<file path="src/rtl/fft_bfly_sched_if.sv">
// Butterfly scheduler bus: control handshake (Start/Ack/Done), butterfly
// issue handshake and write-back notification, grouped for port connection.
interface fft_bfly_sched_if #(
  parameter int LOG2N = 8
) ();
  localparam int SW = $clog2(LOG2N) + 1;

  logic             Start;
  logic             Ack;
  logic             BflyReady;
  logic             WbValid;
  logic             BflyValid;
  logic [LOG2N-1:0] i_top;
  logic [LOG2N-1:0] i_bot;
  logic [LOG2N-2:0] TwIdx;
  logic [SW-1:0]    Stage;
  logic             Busy;
  logic             Done;
  logic             Error;

  // Scheduler side: issues butterflies and reports status
  modport master (
    input  Start, Ack, BflyReady, WbValid,
    output BflyValid, i_top, i_bot, TwIdx, Stage, Busy, Done, Error
  );

  // Environment side: control FSM plus butterfly unit
  modport slave (
    output Start, Ack, BflyReady, WbValid,
    input  BflyValid, i_top, i_bot, TwIdx, Stage, Busy, Done, Error
  );
endinterface

</file>
<file path="src/rtl/fft_bfly_sched.sv">
// In-place radix-2 DIT FFT butterfly scheduler. Walks LOG2N stages of N/2
// butterflies, issuing top/bottom RAM addresses and twiddle index, and holds
// back the next stage until every write-back of the current one has landed.
module fft_bfly_sched #(
  parameter int LOG2N   = 8,
  parameter int MAX_OUT = 4
) (
  input logic              Clk,
  input logic              Reset_n,
  fft_bfly_sched_if.master bus
);
  localparam int SW = $clog2(LOG2N) + 1;
  localparam int OW = $clog2(MAX_OUT + 1);

  localparam logic [SW-1:0]    STAGE_ZERO = '0;
  localparam logic [SW-1:0]    STAGE_ONE  = SW'(1);
  localparam logic [SW-1:0]    STAGE_LAST = SW'(LOG2N - 1);
  localparam logic [LOG2N-2:0] B_ZERO     = '0;
  localparam logic [LOG2N-2:0] B_ONE      = (LOG2N - 1)'(1);
  localparam logic [LOG2N-2:0] B_LAST     = '1;
  localparam logic [LOG2N-1:0] A_ONE      = LOG2N'(1);
  localparam logic [OW-1:0]    OUT_ZERO   = '0;
  localparam logic [OW-1:0]    OUT_ONE    = OW'(1);
  localparam logic [OW-1:0]    OUT_MAX    = OW'(MAX_OUT);

  typedef enum logic [1:0] {
    S_IDLE,
    S_ISSUE,
    S_DRAIN,
    S_DONE
  } state_t;

  state_t           r_state;
  logic [SW-1:0]    r_stage;
  logic [LOG2N-2:0] r_b;
  logic [OW-1:0]    r_out;
  logic             r_valid;
  logic [LOG2N-1:0] r_top;
  logic [LOG2N-1:0] r_bot;
  logic [LOG2N-2:0] r_tw;
  logic             r_busy;
  logic             r_done;
  logic             r_err;

  logic             w_fire;
  logic             w_wbDec;
  logic             w_wbErr;
  logic [OW-1:0]    w_outNext;
  logic             w_validNext;

  // Butterfly span for stage s: 2^s
  function automatic logic [LOG2N-1:0] halfOf(input logic [SW-1:0] s);
    return A_ONE << s;
  endfunction

  // Position of butterfly b inside its group
  function automatic logic [LOG2N-1:0] posOf(input logic [SW-1:0] s,
                                             input logic [LOG2N-2:0] b);
    logic [LOG2N-1:0] bw;
    bw = {1'b0, b};
    return bw & (halfOf(s) - A_ONE);
  endfunction

  // Top address: group base (grp * 2 * half) plus position
  function automatic logic [LOG2N-1:0] topOf(input logic [SW-1:0] s,
                                             input logic [LOG2N-2:0] b);
    logic [LOG2N-1:0] bw;
    logic [LOG2N-1:0] grp;
    bw  = {1'b0, b};
    grp = bw >> s;
    return ((grp << s) << 1) | posOf(s, b);
  endfunction

  function automatic logic [LOG2N-1:0] botOf(input logic [SW-1:0] s,
                                             input logic [LOG2N-2:0] b);
    return topOf(s, b) + halfOf(s);
  endfunction

  // Twiddle index: position scaled so stage s uses every 2^(LOG2N-1-s)th root
  function automatic logic [LOG2N-2:0] twOf(input logic [SW-1:0] s,
                                            input logic [LOG2N-2:0] b);
    logic [LOG2N-1:0] full;
    full = posOf(s, b) << (STAGE_LAST - s);
    return full[LOG2N-2:0];
  endfunction

  assign w_fire  = r_valid & bus.BflyReady;
  assign w_wbDec = bus.WbValid & (r_out != OUT_ZERO);
  assign w_wbErr = bus.WbValid & (r_out == OUT_ZERO);

  // Next outstanding count; a spurious write-back never underflows it
  always_comb begin
    w_outNext = r_out;
    case ({w_fire, w_wbDec})
      2'b10:   w_outNext = r_out + OUT_ONE;
      2'b01:   w_outNext = r_out - OUT_ONE;
      default: w_outNext = r_out;
    endcase
    w_validNext = (w_outNext != OUT_MAX);
  end

  // Scheduler FSM with registered outputs and in-flight tracking
  always_ff @(posedge Clk) begin
    if (!Reset_n) begin
      r_state <= S_IDLE;
      r_stage <= STAGE_ZERO;
      r_b     <= B_ZERO;
      r_out   <= OUT_ZERO;
      r_valid <= 1'b0;
      r_top   <= '0;
      r_bot   <= '0;
      r_tw    <= '0;
      r_busy  <= 1'b0;
      r_done  <= 1'b0;
      r_err   <= 1'b0;
    end else begin
      r_out <= w_outNext;
      if (w_wbErr) begin
        r_err <= 1'b1;
      end
      case (r_state)
        S_IDLE: begin
          if (bus.Start) begin
            r_state <= S_ISSUE;
            r_stage <= STAGE_ZERO;
            r_b     <= B_ZERO;
            r_busy  <= 1'b1;
            r_valid <= w_validNext;
            r_top   <= topOf(STAGE_ZERO, B_ZERO);
            r_bot   <= botOf(STAGE_ZERO, B_ZERO);
            r_tw    <= twOf(STAGE_ZERO, B_ZERO);
          end
        end
        S_ISSUE: begin
          r_valid <= w_validNext;
          if (w_fire) begin
            if (r_b == B_LAST) begin
              r_state <= S_DRAIN;
              r_valid <= 1'b0;
            end else begin
              r_b   <= r_b + B_ONE;
              r_top <= topOf(r_stage, r_b + B_ONE);
              r_bot <= botOf(r_stage, r_b + B_ONE);
              r_tw  <= twOf(r_stage, r_b + B_ONE);
            end
          end
        end
        S_DRAIN: begin
          if (r_out == OUT_ZERO) begin
            if (r_stage == STAGE_LAST) begin
              r_state <= S_DONE;
              r_busy  <= 1'b0;
              r_done  <= 1'b1;
            end else begin
              r_state <= S_ISSUE;
              r_stage <= r_stage + STAGE_ONE;
              r_b     <= B_ZERO;
              r_valid <= w_validNext;
              r_top   <= topOf(r_stage + STAGE_ONE, B_ZERO);
              r_bot   <= botOf(r_stage + STAGE_ONE, B_ZERO);
              r_tw    <= twOf(r_stage + STAGE_ONE, B_ZERO);
            end
          end
        end
        S_DONE: begin
          if (bus.Ack) begin
            r_state <= S_IDLE;
            r_done  <= 1'b0;
            r_stage <= STAGE_ZERO;
          end
        end
        default: r_state <= S_IDLE;
      endcase
    end
  end

  assign bus.BflyValid = r_valid;
  assign bus.i_top     = r_top;
  assign bus.i_bot     = r_bot;
  assign bus.TwIdx     = r_tw;
  assign bus.Stage     = r_stage;
  assign bus.Busy      = r_busy;
  assign bus.Done      = r_done;
  assign bus.Error     = r_err;
endmodule

</file>
<file path="src/flat_wrapper.sv">
// flat-port wrapper written by rule: the top's interface ports become plain ports
module fft_bfly_sched_flat 
#(
  parameter int LOG2N   = 8,
  parameter int MAX_OUT = 4
)
  (Clk, Reset_n, bus_Start, bus_Ack, bus_BflyReady, bus_WbValid, bus_BflyValid, bus_i_top, bus_i_bot, bus_TwIdx, bus_Stage, bus_Busy, bus_Done, bus_Error);
  fft_bfly_sched_if #(.LOG2N(LOG2N)) bus_i ();
  input logic Clk;
  input logic Reset_n;
  input wire logic [$bits(bus_i.Start)-1:0] bus_Start;
  input wire logic [$bits(bus_i.Ack)-1:0] bus_Ack;
  input wire logic [$bits(bus_i.BflyReady)-1:0] bus_BflyReady;
  input wire logic [$bits(bus_i.WbValid)-1:0] bus_WbValid;
  output wire logic [$bits(bus_i.BflyValid)-1:0] bus_BflyValid;
  output wire logic [$bits(bus_i.i_top)-1:0] bus_i_top;
  output wire logic [$bits(bus_i.i_bot)-1:0] bus_i_bot;
  output wire logic [$bits(bus_i.TwIdx)-1:0] bus_TwIdx;
  output wire logic [$bits(bus_i.Stage)-1:0] bus_Stage;
  output wire logic [$bits(bus_i.Busy)-1:0] bus_Busy;
  output wire logic [$bits(bus_i.Done)-1:0] bus_Done;
  output wire logic [$bits(bus_i.Error)-1:0] bus_Error;
  assign bus_i.Start = bus_Start;
  assign bus_i.Ack = bus_Ack;
  assign bus_i.BflyReady = bus_BflyReady;
  assign bus_i.WbValid = bus_WbValid;
  assign bus_BflyValid = bus_i.BflyValid;
  assign bus_i_top = bus_i.i_top;
  assign bus_i_bot = bus_i.i_bot;
  assign bus_TwIdx = bus_i.TwIdx;
  assign bus_Stage = bus_i.Stage;
  assign bus_Busy = bus_i.Busy;
  assign bus_Done = bus_i.Done;
  assign bus_Error = bus_i.Error;
  fft_bfly_sched #(.LOG2N(LOG2N), .MAX_OUT(MAX_OUT)) u_core (.Clk(Clk), .Reset_n(Reset_n), .bus(bus_i));
endmodule
</file>
<file path="config.mk">
export PLATFORM = sky130hd
export DESIGN_NAME = fft_bfly_sched_flat
export DESIGN_NICKNAME = d
export VERILOG_FILES = /design/src/rtl/fft_bfly_sched_if.sv /design/src/rtl/fft_bfly_sched.sv /design/src/flat_wrapper.sv
export SDC_FILE = /design/constraint.sdc
export NUM_CORES = 1
export LEC_CHECK = 0
export ABC_AREA = 1
export CORE_MARGIN = 1
export CORE_UTILIZATION = 57
export DETAILED_ROUTE_END_ITERATION = 10
export GPL_ROUTABILITY_DRIVEN = 0
export PLACE_DENSITY = 0.82
export RECOVER_POWER = 100
export SKIP_CTS_REPAIR_TIMING = 1
export SYNTH_ARGS = -nofsm -noshare
export SYNTH_HDL_FRONTEND = slang
export SYNTH_SLANG_ARGS = --single-unit
</file>
<file path="constraint.sdc">
create_clock -name Clk -period 4 [get_ports Clk]
set_clock_uncertainty 0.1 [all_clocks]
set_input_delay 0.8 -clock Clk [delete_from_list [all_inputs] [get_ports Clk]]
set_output_delay 0.8 -clock Clk [all_outputs]
set_load 0.02 [all_outputs]
</file>
## Word-level counts from Yosys, hierarchy flattened

Index checks and enable logic that the tools add are counted.

- Flip-flop bits (word level): 43
- Input bits: 6
- Output and inout bits: 31
- Word-level logic and storage cells: 112

- Add/sub/neg operators: 9
- Equal/unequal tests: 16
- Shift operators: 8
- Muxes and demuxes: 50
- Bitwise logic cells: 5
- Reduce and logical (&&, ||, !) cells: 13

Operators with widths:

| operator | count |
|---|---|
| $mux W8 | 10 |
| $mux W7 | 9 |
| $pmux W8 S3 | 2 |
| $pmux W7 S3 | 2 |
| $shl A8 B4 Y7 | 3 |
| $add A8 B8 Y8 | 2 |
| $mux W4 | 4 |
| $shl A1 B4 Y8 const A | 2 |
| $mux W2 | 6 |
| $pmux W4 S3 | 1 |
| $reduce_and A4 Y1 | 3 |
| $mux W1 | 11 |
| $reduce_and A5 Y1 | 2 |
| $reduce_bool A3 Y1 | 3 |
| $and A7 B8 Y8 | 1 |
| $ne A2 B1 Y1 const B | 4 |
| $ne A2 B2 Y1 const B | 4 |
| $or A8 B8 Y8 | 1 |
| $pmux W2 S4 | 1 |
| $shr A1 B4 Y8 const A | 1 |
| $shr A7 B4 Y8 | 1 |
| $sub A3 B4 Y4 const A | 2 |
| $sub A8 B1 Y8 const B | 1 |
| $add A7 B1 Y7 const B | 1 |
| 17 further kinds | 24 |

## Depth between registers and ports, before layout

Gate-level depths: netlist (run 1).

- Depth in word-level cells: 8
- Gate-level depth with buffers: 30
- Gate-level depth less buffers: 30

## Worst setup path after synthesis (run 1)

No wires, ideal clock.

- Path kind: reg-to-reg
- From: register u_core.r_stage[1], in the netlist u_core.bus.Stage[1]
- To: register u_core.r_bot[7], in the netlist u_core.bus.i_bot[7]
- Library setup time: 0.132 ns
- Arrival: 3.552 ns
- Data required time: 3.768 ns
- Path slack: 0.216 ns
- Stages on the path, launching flop included: 28
- Path buffers: 3
- Clock period less this slack: 3.784 ns
- Cell sequence: dfxtp_1 buf_2 inv_1 buf_2 buf_1 ha_1 inv_1 nor2_1 inv_1 ha_1 xnor2_1 nor2_1 inv_1 o21ai_1 ha_1 a21oi_1 o31ai_1 inv_1 nor2_1 nor2_1 nor2_1 nor2_1 inv_1 nand3_1 nand3_1 nand2_1 nand2_1 a21oi_1

- Longest elaborated chain between the ends: 8
- Elaborated cells between the ends (all ways): 20
- Classes of those cells: 4 x add/sub; 2 x eq/ne; 6 x shift; 5 x mux; 2 x bitwise; 1 x reduce/logical

Ends and longest elaborated chain:

| element | RTL line | text |
|---|---|---|
| start, declared | fft_bfly_sched.sv:34 | `logic [SW-1:0] r_stage;` |
| start signal, assigned | fft_bfly_sched.sv:156 | `r_stage <= r_stage + STAGE_ONE;` |
| $shl A1 B4 Y8 | fft_bfly_sched.sv:53 | `return A_ONE << s;` |
| $sub A8 B1 Y8 | fft_bfly_sched.sv:61 | `return bw & (halfOf(s) - A_ONE);` |
| $and A7 B8 Y8 | fft_bfly_sched.sv:61 |  |
| $or A8 B8 Y8 | fft_bfly_sched.sv:71 | `return ((grp << s) << 1) \| posOf(s, b);` |
| $add A8 B8 Y8 | fft_bfly_sched.sv:76 | `return topOf(s, b) + halfOf(s);` |
| $mux W8 | fft_bfly_sched.sv:137 | `if (r_b == B_LAST) begin` |
| $mux W8 | fft_bfly_sched.sv:136 | `if (w_fire) begin` |
| $pmux W8 S3 | fft_bfly_sched.sv:121 | `case (r_state)` |
| end signal, assigned | fft_bfly_sched.sv:130 | `r_bot <= botOf(STAGE_ZERO, B_ZERO);` |
| end signal, assigned | fft_bfly_sched.sv:143 | `r_bot <= botOf(r_stage, r_b + B_ONE);` |
| end signal, assigned | fft_bfly_sched.sv:160 | `r_bot <= botOf(r_stage + STAGE_ONE, B_ZERO);` |
| end, declared | fft_bfly_sched.sv:39 | `logic [LOG2N-1:0] r_bot;` |

Several ways; a longest one is shown, not always the timed one. The select of a mux whose other input is x is not followed.
A chain may end at the register's enable or synchronous reset.

## Worst setup path in the final report (run 1)

- From: register u_core.r_stage[2], in the netlist u_core.bus.Stage[2]
- To: register u_core.r_bot[7], in the netlist u_core.bus.i_bot[7]

The elaborated chain is that of the path after synthesis.

==> results.json, run 1 <==
{
  "synthToLayoutAreaGrowth_pct": 14.9,
  "yosysTopAreaCell": "dfxtp_1",
  "switchingPower_mw": 1.44,
  "syn_nets": 507,
  "drc_errors": 0,
  "post-route-util": 0.696,
  "cts_tree": "done",
  "regArea_sq_um": 863,
  "slowest_delay_ns": 0.44,
  "drive_gt1_frac": 0.0780,
  "rows": 26,
  "die_h_microns": 76.6,
  "worstMarginPinSlew_ns": 0.603,
  "start_util": 0.606,
  "yosys-top-cells-area": "dfxtp_1 (27%), nand2_1 (14%), ha_1 (7.9%), a21oi_1 (6.6%), inv_1 (6.6%)",
  "leakage_nw": 1.59,
  "ys_seq_area_frac": 0.271,
  "routedLengthMet1_microns": 3520,
  "drv_slew": 0,
  "antenna_found_initial": 0,
  "multi_input_area_sq_um": 1960,
  "synthesis.area_sq_um": 3180,
  "post-route-min-period_ns": 3.67,
  "track_usage": 0.295,
  "finalCritPeriodShare": 0.918,
  "antenna_cells": 0,
  "hold_viol": 0,
  "cp-end-kind": "register",
  "nets": 540,
  "setup-tns-final_ns": 0,
  "hold_class": "reg -> reg",
  "io_buffers": 36,
  "fillers": 446,
  "layout.cells.non_filler": 583,
  "cts_buffer_depth": 2,
  "drt-initial-drc-count": 372,
  "path_max_fanout": 12,
  "status": "complete, no violations",
  "met3_length_microns": 531,
  "power_density_nw_per_um2": 726,
  "ys_types": 48,
  "hold-worst-slack_ns": 0.346,
  "power_switching_share": 0.542,
  "internal_power_mw": 1.21,
  "wl_per_cell_microns": 14.1,
  "rsz0062_at_grt": "no",
  "grt_max_degree": 38,
  "synth_area_per_cell_sq_um": 6.63,
  "drt-total-wl_microns": 8210,
  "ir_worst_vdd_mv": 0.395,
  "dr.max_layer_used": "met4",
  "clkLatencyLatePin_ns": 0.30,
  "dieArea_sq_um": 5870,
  "cts_buffers": 5,
  "p_clk_frac": 0.103,
  "vias_per_cell": 5.70,
  "num_io_pins": 37,
  "ys.flop_type": "dfxtp_1",
  "dr.pass1.iters": 5,
  "drtAntennaViolNets": 0,
  "async_flop_share": 0,
  "htreeDepth": 2,
  "cp_cell_sequence": "nor2_4 -> inv_1 -> nor2_1 -> inv_1 -> ha_1 -> xnor2_1 -> nor2_1 -> inv_1 -> o21ai_1 -> ha_1 -> a21oi_1 -> o31ai_1 -> inv_1 -> nor2_1 -> nor2_1 -> nor2_1 -> nor2_1 -> inv_1 -> nand3_1 -> nand3_1 -> nand2_1 -> nand2_1 -> a21oi_1",
  "clk_pin_slew_ns": 0.08,
  "setup_violations": 0,
  "dr_total_vias": 3326,
  "drv_cap": 0,
  "root_buffer": "clkbuf_8",
  "crit_path_frequent_cell": "nor2_1",
  "slew_headroom": 0.598,
  "synth_top_area_share": 0.271,
  "yosys_warnings": 0,
  "synth-seq-cells": 43,
  "route.met2.wl_microns": 3830,
  "dp_hpwl_microns": 6320,
  "crit_slowest_cell": "dfxtp_2",
  "placed_cells": 575,
  "fmax_mhz": 272,
  "critPathLaunchType": "register",
  "share_seq_of_total_power": 0.218,
  "crit_type": "reg -> reg",
  "power_frac_comb": 0.678,
  "gr-total-overflow": 0,
  "crit_arrival_ns": 3.74,
  "die_w_microns": 76.6,
  "first_global_vias": 3092,
  "synth_edf_count": 0,
  "synthCells": 479,
  "cts.sinks": 43,
  "mostFrequentLayoutCell": "nand2_1",
  "grt_pass1_wl_microns": 13900,
  "layout_common_cells": "nand2_1 (118), inv_1 (56), nor2_1 (46)",
  "core_region_area_sq_um": 5240,
  "critical-path-top-delay-family": "simple AND/OR/NAND/NOR gates",
  "critPathBufInv": 5,
  "cp.required_ns": 4.07
}
[cells in the mapped netlist, drive strengths merged, types with 5 or more instances]
cell and count:
nand3 39, a21oi 43, o211ai 6, inv 60, buf 13, nand2 121, xor2 6, nand4 5
ha 20, nor2 54, o21ai 20, nor3 5, dfxtp 43
[worst register-to-register path: stages (launching register included)]
cell,delay (ns)
dfxtp_2,0.44
nor2_4,0.26
inv_1,0.16
nor2_1,0.23
inv_1,0.13
ha_1,0.22
xnor2_1,0.24
nor2_1,0.06
inv_1,0.09
o21ai_1,0.11
ha_1,0.35
a21oi_1,0.10
o31ai_1,0.25
inv_1,0.06
nor2_1,0.14
nor2_1,0.06
nor2_1,0.08
nor2_1,0.06
inv_1,0.05
nand3_1,0.07
nand3_1,0.09
nand2_1,0.06
nand2_1,0.05
a21oi_1,0.05
[registers in the layout (all words and copies together) (netlist names)]
name                  count
u_core.bus.BflyValid      1
u_core.bus.Busy           1
u_core.bus.Done           1
u_core.bus.Error          1
u_core.bus.Stage          4
u_core.bus.TwIdx          7
u_core.bus.i_bot          8
u_core.bus.i_top          8
u_core.r_b                7
u_core.r_out              3
u_core.r_state            2
[power by group through the flow]
stage / Sequential (mW) / Clock, mW / Combinational (mW)
after detailed placement: 0.587 / 0 / 1.77
final: 0.577 / 0.274 / 1.80
after CTS: 0.577 / 0.278 / 1.78
after global routing: 0.588 / 0.297 / 1.97
after floorplan: 0.620 / 0 / 1.28
after global placement: 0.583 / 0 / 1.75
[cell type report]
| class | count | share of cell area |
|---|---|---|
| inverters | 64 | 0.0679 |
| flip-flops and latches | 43 | 0.237 |
| repair buffers | 42 | 0.110 |
| clock inverters | 2 | 0.00343 |
| clock buffers | 6 | 0.0199 |
| well taps | 70 | 0.0240 |
| multi-input cells | 356 | 0.538 |
[logic make-up (layout without fill, tap and decap cells)]
family | count (synthesis) | in the layout | synth area share
AO/OA/AOI/OAI | 93 | 93 | 0.175
XOR/XNOR | 10 | 10 | 0.0276
adder cells (fa/ha/maj) | 22 | 22 | 0.0914
buffers and inverters | 80 | 114 | 0.104
flip-flops | 43 | 43 | 0.271
other | 1 | 1 | 0.00118
AND/OR/NAND/NOR | 230 | 230 | 0.329
[layer usage]
layer	GRT usage	vias up
met5	0	-
li1	-	1651
met2	0.487	162
met1	0.375	1475
met3	0.0479	38
met4	0.138	0
[path summary, 6_finish.rpt]
path	from	end	slack (ns)	depth (start not counted)
min reg2reg	u_core.bus.Error$_SDFFE_PN0P_	u_core.bus.Error$_SDFFE_PN0P_	0.35	2
max reg2reg	u_core.bus.Stage[2]$_SDFFE_PN0P_	u_core.bus.i_bot[7]$_SDFFE_PN0P_	0.33	23
min	u_core.bus.Error$_SDFFE_PN0P_	u_core.bus.Error$_SDFFE_PN0P_	0.35	2
max	u_core.bus.Stage[2]$_SDFFE_PN0P_	u_core.bus.i_bot[7]$_SDFFE_PN0P_	0.33	23
[metrics by stage]
step	power, mW	worst slack, ns	area, sq um
global route	2.86	0.00494	3650
floorplan	1.90	0.216	3180
CTS	2.64	0.188	3670
detailed placement	2.36	0.209	3580
finish	2.65	0.327	3650
global placement	2.33	0.275	3580
(Power assumes the default switching activity.)
==> run 2: changes to the inputs <==
- PLACE_DENSITY: 0.82 -> 0.81
==> run 2 against run 1 <==
  * Cell area down 0.10%
  * Global-route usage down 0.43 points
  * Sequential share of layout area about the same
  * Routed wire length down 3.6%
  * Flip-flop and latch count unchanged
  * First-iteration DRC count down 12%
  * Clock power up 12%
  * Worst hold slack better by 0.0013 ns
  * Utilization down 0.072 points
  * Sequential power up 1%
==> results.json, run 2 (synthesized netlist as in run 1, its figures left out) <==
{
  "status": "complete, no violations",
  "setup-tns-final_ns": 0,
  "cp-end-kind": "register",
  "ir_worst_vdd_mv": 0.472,
  "wl_per_cell_microns": 13.6,
  "dr_total_vias": 3228,
  "cp.required_ns": 4.07,
  "clkLatencyLatePin_ns": 0.30,
  "cts_buffer_depth": 2,
  "gr-total-overflow": 0,
  "cts.sinks": 43,
  "fmax_mhz": 277,
  "cts_buffers": 5,
  "root_buffer": "clkbuf_8",
  "placed_cell_area_sq_um": 3580,
  "leakage_nw": 1.59,
  "worstRegToRegCells": 23,
  "drc_errors": 0,
  "clk_pin_slew_ns": 0.08,
  "whs_path_depth": 2,
  "die_h_microns": 76.6,
  "layout_common_cells": "nand2_1 (119), inv_1 (56), nor2_1 (49)",
  "die_w_microns": 76.6,
  "nets": 540,
  "rsz0062_at_grt": "no",
  "grt_pass1_wl_microns": 13700,
  "power_density_nw_per_um2": 723,
  "antenna_found_initial": 0,
  "path_max_fanout": 22,
  "setup_violations": 0,
  "dp_hpwl_microns": 6150,
  "core_region_area_sq_um": 5240,
  "drt-total-wl_microns": 7920,
  "cp_cell_sequence": "buf_4 -> ha_1 -> ha_1 -> inv_1 -> nor2_1 -> xor2_1 -> inv_1 -> nand2_1 -> nand2_1 -> ha_1 -> inv_1 -> o31ai_1 -> inv_1 -> nor2_1 -> nor2_1 -> nor2_1 -> nor2_1 -> inv_1 -> nand3_1 -> nand3_1 -> nand2_1 -> nand2_1 -> a21oi_1",
  "worstMarginPinSlew_ns": 0.625,
  "synthToLayoutAreaGrowth_pct": 14.7,
  "antenna_cells": 0,
  "track_usage": 0.291,
  "crit_arrival_ns": 3.67,
  "drv_cap": 0,
  "hold_class": "reg -> reg",
  "num_io_pins": 37,
  "cts_tree": "done",
  "drv_slew": 0,
  "drt-initial-drc-count": 327,
  "drtAntennaViolNets": 0,
  "finalCritPeriodShare": 0.902,
  "vias_per_cell": 5.54,
  "io_buffers": 36,
  "finalPower_mw": 2.63,
  "dieArea_sq_um": 5870,
  "post-route-min-period_ns": 3.61,
  "htreeDepth": 2,
  "hold_viol": 0,
  "slowest_delay_ns": 0.40,
  "start_util": 0.606,
  "final_area_sq_um": 3640,
  "mostFrequentLayoutCell": "nand2_1",
  "slew_headroom": 0.582,
  "crit_type": "reg -> reg",
  "crit_slowest_cell": "dfxtp_1",
  "critPathLaunchType": "register",
  "first_global_vias": 3032,
  "rows": 26,
  "drive_gt1_frac": 0.0741,
  "dr.pass1.iters": 5,
  "grt_max_degree": 38
}
-- run 2: changes by cell type in the layout (fill, tap and decap cells not counted), moves of 2 or more --
cell / delta
clkinvlp_2: +2
clkinv_2: -3
nor2_1: +3
nor2_2: -2
clkbuf_8: +2
-- run 2: layout make-up --
class / count / area (sq um)
Multi-Input combinational cell: 356 / 1940
Fill cell: 485 / 1590
Sequential cell: 43 / 863
Timing Repair Buffer: 42 / 405
Inverter: 64 / 248
Clock buffer: 7 / 96.3
Tap cell: 70 / 87.6
Clock inverter: 1 / 7.51
-- run 2: path summary, 6_finish.rpt --
kind	start	endpoint	slack, ns
hold / removal	u_core.bus.Error$_SDFFE_PN0P_	u_core.bus.Error$_SDFFE_PN0P_	0.35
hold reg to reg	u_core.bus.Error$_SDFFE_PN0P_	u_core.bus.Error$_SDFFE_PN0P_	0.35
setup reg to reg	u_core.bus.Stage[0]$_SDFFE_PN0P_	u_core.bus.i_bot[7]$_SDFFE_PN0P_	0.39
setup / recovery	u_core.bus.Stage[0]$_SDFFE_PN0P_	u_core.bus.i_bot[7]$_SDFFE_PN0P_	0.39
-- run 2: through the flow --
step                      utilization  setup slack [ns]  hold WS, ns  cells
final                           0.696             0.393        0.348    583
after global routing            0.696            0.0285        0.387    583
after CTS                       0.704             0.238        0.355    583
after detailed placement        0.684             0.250        0.342    575
after global placement          0.684             0.354        0.337    575
after floorplan                     -             0.216        0.352    479
-- run 2: per-layer routing --
layer	track usage	wire length [microns]	vias to the layer above
met1	0.335	3400	1442
met5	0	0	-
li1	-	-	1638
met2	0.511	3820	123
met3	0.0587	425	25
met4	0.142	272	0
-- run 2: power by group --
group / total [mW] / switching [mW] / internal, mW
clock: 0.307 / 0.150 / 0.157
combinational: 1.74 / 1.16 / 0.585
sequential: 0.583 / 0.0827 / 0.500
total: 2.63 / 1.39 / 1.24
-- run 2: worst max-delay path, delay by kind of cell (launching register included) --
kind	cells	cell delay (ns)
XOR/XNOR	1	0.27
adder cells (fa/ha/maj)	3	0.76
AO/OA/AOI/OAI	2	0.36
buffers and inverters	6	0.58
AND/OR/NAND/NOR	11	1.01
flip-flops	1	0.40
==> variant 1, RTL diff (flow settings as in run 2) <==
`MAX_OUT` is set to 4 in 2 places; all go to 8.
--- a/src/rtl/fft_bfly_sched.sv
+++ b/src/rtl/fft_bfly_sched.sv
@@ -5,3 +5,3 @@
   parameter int LOG2N   = 8,
-  parameter int MAX_OUT = 4
+  parameter int MAX_OUT = 8
 ) (
--- a/src/flat_wrapper.sv
+++ b/src/flat_wrapper.sv
@@ -4,3 +4,3 @@
   parameter int LOG2N   = 8,
-  parameter int MAX_OUT = 4
+  parameter int MAX_OUT = 8
 )
Behaviour: not the same (a bounded check fails within 10 cycles, from zero or initial values and one cycle with Reset_n low).
==> variant 1 against run 2 <==
  * Design area is 5.4% higher
  * Wire length is 16% higher
  * Sequential cell count is 1 higher
  * Core utilization is 1.1 points lower
  * Die area is 5.7% higher
  * Via count is 9.9% higher
  * Setup slack worse by 0.058 ns
  * Combinational power is 12% higher
  * Count of clock-buffer cells in the layout stayed put
  * Non-clock buffer count is 4 higher
  * Synthesized area is 5.8% higher
  * Total power is 7.4% higher
  * Critical endpoint is now u_core.bus.i_bot[6]$_SDFFE_PN0P_
  * Largest power group unchanged
==> variant 1: results (changes against run 2) <==
[sta]
tightest_slew_ns = 0.876  ; was 0.625 ns

[finish]
nNetsFinal = 573  ; was 540
drive_above_1_share_pct = 10.1  ; was 7.41%
num_antenna_cells = 0  ; unchanged
n_fill_cell = 520  ; was 485

[clock_tree]
clk_latency_ns = 0.30  ; about the same
htreeDepth = 2  ; unchanged
cts_root_buf = clkbuf_8  ; unchanged
clockBufferDepth = 2  ; unchanged

[route]
drt_iter0_markers = 380  ; was 327
drt-total-wl_um = 9200  ; was 7920 um
num_vias = 3549  ; was 3228

[power_and_ir_drop]
ir_drop_v = 0.000562  ; was 0.000472 V
p_clk_share_pct = 10.5  ; was 11.7%
leakage_nw = 1.76  ; was 1.59 nW
p_sw_mw = 1.52  ; was 1.39 mW

[synthesis]
synth_xor_area_share_pct = 2.87  ; was 2.76%
synth.area.top_cells = dfxtp_1, nand2_1, ha_1  ; unchanged
ys.flop_type = dfxtp_1  ; unchanged
ys_seq_area_share_pct = 26.2  ; was 27.1%
syn_nets = 539  ; was 507
synth_cell_types = 44  ; was 48
synth_adder_area_share_pct = 9.38  ; was 9.14%
synth_compound_area_share_pct = 16.8  ; was 17.5%
synthTopCellsByCount = nand2_1, a21oi_1, inv_1, dfxtp_1, nor2_1  ; was nand2_1, inv_1, nor2_1, dfxtp_1, a21oi_1
ys_async_sr_fraction_pct = 0  ; unchanged
synthMuxAreaShare_pct = 0  ; unchanged

[setup_path]
cp.arrival_ns = 3.74  ; was 3.67 ns
cp_slowest_cell = fa_1  ; was dfxtp_1
slowest_delay_ns = 0.41
path_max_fanout = 5  ; was 22

[global_route]
globalRouteMet3Util_pct = 7.59  ; was 5.87%
grt_pass1_vias = 3511  ; was 3032
antenna_found_initial = 0  ; unchanged
track_usage_pct = 31.7  ; was 29.1%
grt_pass1_wl_um = 15600  ; was 13700 um
grt_use_met2_pct = 52.3  ; was 51.1%
grt_max_degree = 37  ; was 38
grtUsageMet1_pct = 37.4  ; was 33.5%

[min_path]
hold_class = reg -> reg  ; unchanged

[place]
dp_hpwl_um = 6810  ; was 6150 um
placed_area_um2 = 3760  ; was 3580 um^2
io_buffers = 36  ; unchanged

[status]
status = finished clean  ; unchanged

-- variant 1: changes by cell type after synthesis, sizes merged, moves of 3 or more --
cell,delta
nand2,+24
nor2,-7
o211ai,-4
a22oi,-3
o21ai,+13
nand4,+3
a31oi,-3
a21oi,+9
-- variant 1: kinds of logic (layout without fill, tap and decap cells) --
group                      after synthesis  after routing
other                                    1              1
and+or+nand+nor                        246            246
xor gates and xnor gates                11             11
adders and majority gates               24             24
buffers and inverters                   81            116
AOI/OAI and AO/OA                      102            102
DFF                                     44             44
-- variant 1: layer usage --
layer	vias to the layer above	part of all wire [%]	wire length, um
met5	-	0	0
met4	0	3.6	333
met3	46	7.7	710
met2	186	47	4360
met1	1594	41	3790
li1	1723	-	-
-- variant 1: worst min-delay path: stages (launching register included) --
cell and delay [ns]:
dfxtp_1 0.31, nand2_1 0.06, a21oi_1 0.05
-- variant 1: cell type report --
class / count / area, um^2 / area share [%]
Multi-Input combinational cell: 384 / 2100 / 54.8
Sequential cell: 44 / 881 / 22.9
Timing Repair Buffer: 46 / 435 / 11.3
Inverter: 62 / 235 / 6.13
Tap cell: 72 / 90.1 / 2.35
Clock buffer: 7 / 86.3 / 2.25
Clock inverter: 1 / 7.51 / 0.196
-- variant 1: path summary, 6_finish.rpt --
kind	cells after the start	end	slack, ns	from
setup / recovery	25	u_core.bus.i_bot[6]$_SDFFE_PN0P_	0.34	u_core.r_b[1]$_SDFFE_PN0P_
hold / removal	2	u_core.bus.i_bot[5]$_SDFFE_PN0P_	0.36	u_core.bus.i_bot[5]$_SDFFE_PN0P_
setup reg to reg	25	u_core.bus.i_bot[6]$_SDFFE_PN0P_	0.34	u_core.r_b[1]$_SDFFE_PN0P_
hold reg to reg	2	u_core.bus.i_bot[5]$_SDFFE_PN0P_	0.36	u_core.bus.i_bot[5]$_SDFFE_PN0P_
-- variant 1: power by group through the flow --
stage	clock (mW)	combinational, mW	sequential (mW)
6_report	0.298	1.95	0.577
5_1_grt	0.316	2.17	0.590
4_1_cts	0.303	1.93	0.579
3_5_place_dp	0	1.90	0.588
3_3_place_gp	0	1.87	0.586
2_1_floorplan	0	1.39	0.636
-- variant 1: through the flow --
step,worst slack [ns],cells,hold WS [ns],util [%]
floorplan,0.417,509,0.364,-
CTS,0.312,614,0.369,68.8
global placement,0.494,606,0.352,67.1
detailed placement,0.379,606,0.356,67.1
finish,0.335,616,0.363,68.5
global route,0.00203,616,0.385,68.5
==> variant 2, RTL diff (settings of run 2) <==
Without the edit above. Encoding of `state_t`: now one-hot (4 bits for 4 states).
--- a/src/rtl/fft_bfly_sched.sv
+++ b/src/rtl/fft_bfly_sched.sv
@@ -25,7 +25,7 @@
 
-  typedef enum logic [1:0] {
-    S_IDLE,
-    S_ISSUE,
-    S_DRAIN,
-    S_DONE
+  typedef enum logic [3:0] {
+    S_IDLE  = 4'b0001,
+    S_ISSUE = 4'b0010,
+    S_DRAIN = 4'b0100,
+    S_DONE  = 4'b1000
   } state_t;
Formal check against the unedited RTL: no difference found for any inputs over 4 cycles, from zero or initial values and one cycle with Reset_n low; so few cycles prove little.
==> variant 2 against run 2 <==
  * Synthesized area increased by 3.9%
  * Setup slack got worse by 0.068 ns
  * Sequential power decreased by 3%
  * Die area increased by 3.8%
  * First-iteration DRC count increased by 6.4%
  * Sequential cell count increased by 2
  * Combinational power decreased by 35%
  * Clock power decreased by 6%
  * Non-clock buffer count increased by 2
  * Design area increased by 3.8%
  * Total power decreased by 24%
  * Wire length increased by 11%
  * Critical path type unchanged
  * Critical endpoint unchanged
  * Largest power group unchanged
==> variant 2: results (changes against run 2) <==
[global_route]
grt_pass1_vias = 3160  ; was 3032
grt_pass1_wl_um = 14800  ; was 13700 um
grt_max_degree = 29  ; was 38
track_usage_pct = 30.2  ; was 29.1%

[place]
dp_hpwl_um = 6660  ; was 6150 um
placed_area_um2 = 3700  ; was 3580 um^2
io_buffers = 36  ; unchanged
post-place-ws_ns = 0.239  ; was 0.250 ns

[synthesis]
synth.area.top_cells = dfxtp_1, nand2_1, a21oi_1  ; was dfxtp_1, nand2_1, ha_1
synth_adder_area_share_pct = 7.66  ; was 9.14%
synthTopCellsByCount = nand2_1, inv_1, a21oi_1, dfxtp_1, nand3_1  ; was nand2_1, inv_1, nor2_1, dfxtp_1, a21oi_1
syn_nets = 518  ; was 507
yosysWarnings = 0  ; unchanged
synth_xor_area_share_pct = 2.39  ; was 2.76%
synth_cell_types = 49  ; was 48
synth.top_cell.area_share_pct = 27.3  ; was 27.1%
ys_seq_area_share_pct = 27.3  ; was 27.1%
synthMuxAreaShare_pct = 0  ; unchanged
synth_compound_area_share_pct = 18.8  ; was 17.5%

[sta]
hold_ws_ns = 0.361  ; was 0.348 ns
tightest_slew_ns = 1.01  ; was 0.625 ns
layout_setup_ws_ns = 0.325  ; was 0.393 ns

[finish]
n_fill_cell = 500  ; was 485
syn2layout_area_growth_pct = 14.6  ; was 14.7%
drive_above_1_share_pct = 11.0  ; was 7.41%
num_antenna_cells = 0  ; unchanged
nNetsFinal = 551  ; was 540

[setup_path]
cp.arrival_ns = 3.81  ; was 3.67 ns
cp_slowest_cell = dfxtp_4  ; was dfxtp_1
crit_family = simple AND/OR/NAND/NOR gates  ; unchanged
path_max_fanout = 8  ; was 22

[power_and_ir_drop]
leakage_nw = 1.67  ; was 1.59 nW
ir_drop_v = 0.000333  ; was 0.000472 V

[clock_tree]
clkTransAtPathRegs_ns = 0.09
clockBufferDepth = 2  ; unchanged

[status]
status = finished clean  ; unchanged

[route]
drt-total-wl_um = 8760  ; was 7920 um
drt_iter0_markers = 348  ; was 327
num_vias = 3390  ; was 3228

[min_path]
hold_class = reg -> reg  ; unchanged

==> variant 2: report_power, final <==
part | switching [mW] | internal (mW) | total (mW)
Sequential | 0.0554 | 0.512 | 0.567
Clock | 0.167 | 0.121 | 0.288
Combinational | 0.772 | 0.362 | 1.13
Total | 0.994 | 0.995 | 1.99
==> variant 2: path summary, 6_finish.rpt <==
path                                 startpoint                               end  depth (start not counted)
setup / recovery     u_core.r_b[0]$_SDFFE_PN0P_  u_core.bus.i_bot[7]$_SDFFE_PN0P_                         29
hold / removal    u_core.bus.Error$_SDFFE_PN0P_     u_core.bus.Error$_SDFFE_PN0P_                          2
setup reg to reg     u_core.r_b[0]$_SDFFE_PN0P_  u_core.bus.i_bot[7]$_SDFFE_PN0P_                         29
hold reg to reg   u_core.bus.Error$_SDFFE_PN0P_     u_core.bus.Error$_SDFFE_PN0P_                          2
==> variant 2: tightest hold or removal path, cell delays in order, from the launching register on <==
cell,delay [ns]
dfxtp_1,0.32
inv_1,0.05
a21oi_1,0.05
==> variant 2: layer usage <==
layer | vias up | GRT usage, % | wire [um]
met5 | - | 0 | 0
met4 | 0 | 8.70 | 153
met3 | 15 | 5.70 | 661
met2 | 138 | 50.3 | 4100
met1 | 1546 | 39.7 | 3850
li1 | 1691 | - | -
==> variant 2: stage by stage <==
step                power, mW  cells  utilization, %
floorplan                1.46    493               -
global placement         1.70    591            66.9
detailed placement       1.72    591            66.9
CTS                      2.01    599            68.4
global route             2.14    599            68.2
finish                   1.99    599            68.2
==> variant 2: kinds of logic (layout without fill, tap and decap cells) <==
family / after synthesis / count (layout)
compound gates: 104 / 104
xor+xnor: 9 / 9
fa+ha+maj: 19 / 19
buf+inv: 81 / 115
flops: 45 / 45
other cells: 1 / 1
simple gates: 234 / 234
==> variant 2: final cells by class <==
cell class	instances	area, um^2	area share, %
clock inverters	3	17.5	0.463
clock buffers	5	68.8	1.82
well taps	72	90.1	2.38
flip-flops and latches	45	906	24.0
inverters	63	241	6.39
repair buffers	44	424	11.2
multi-input cells	367	2030	53.8
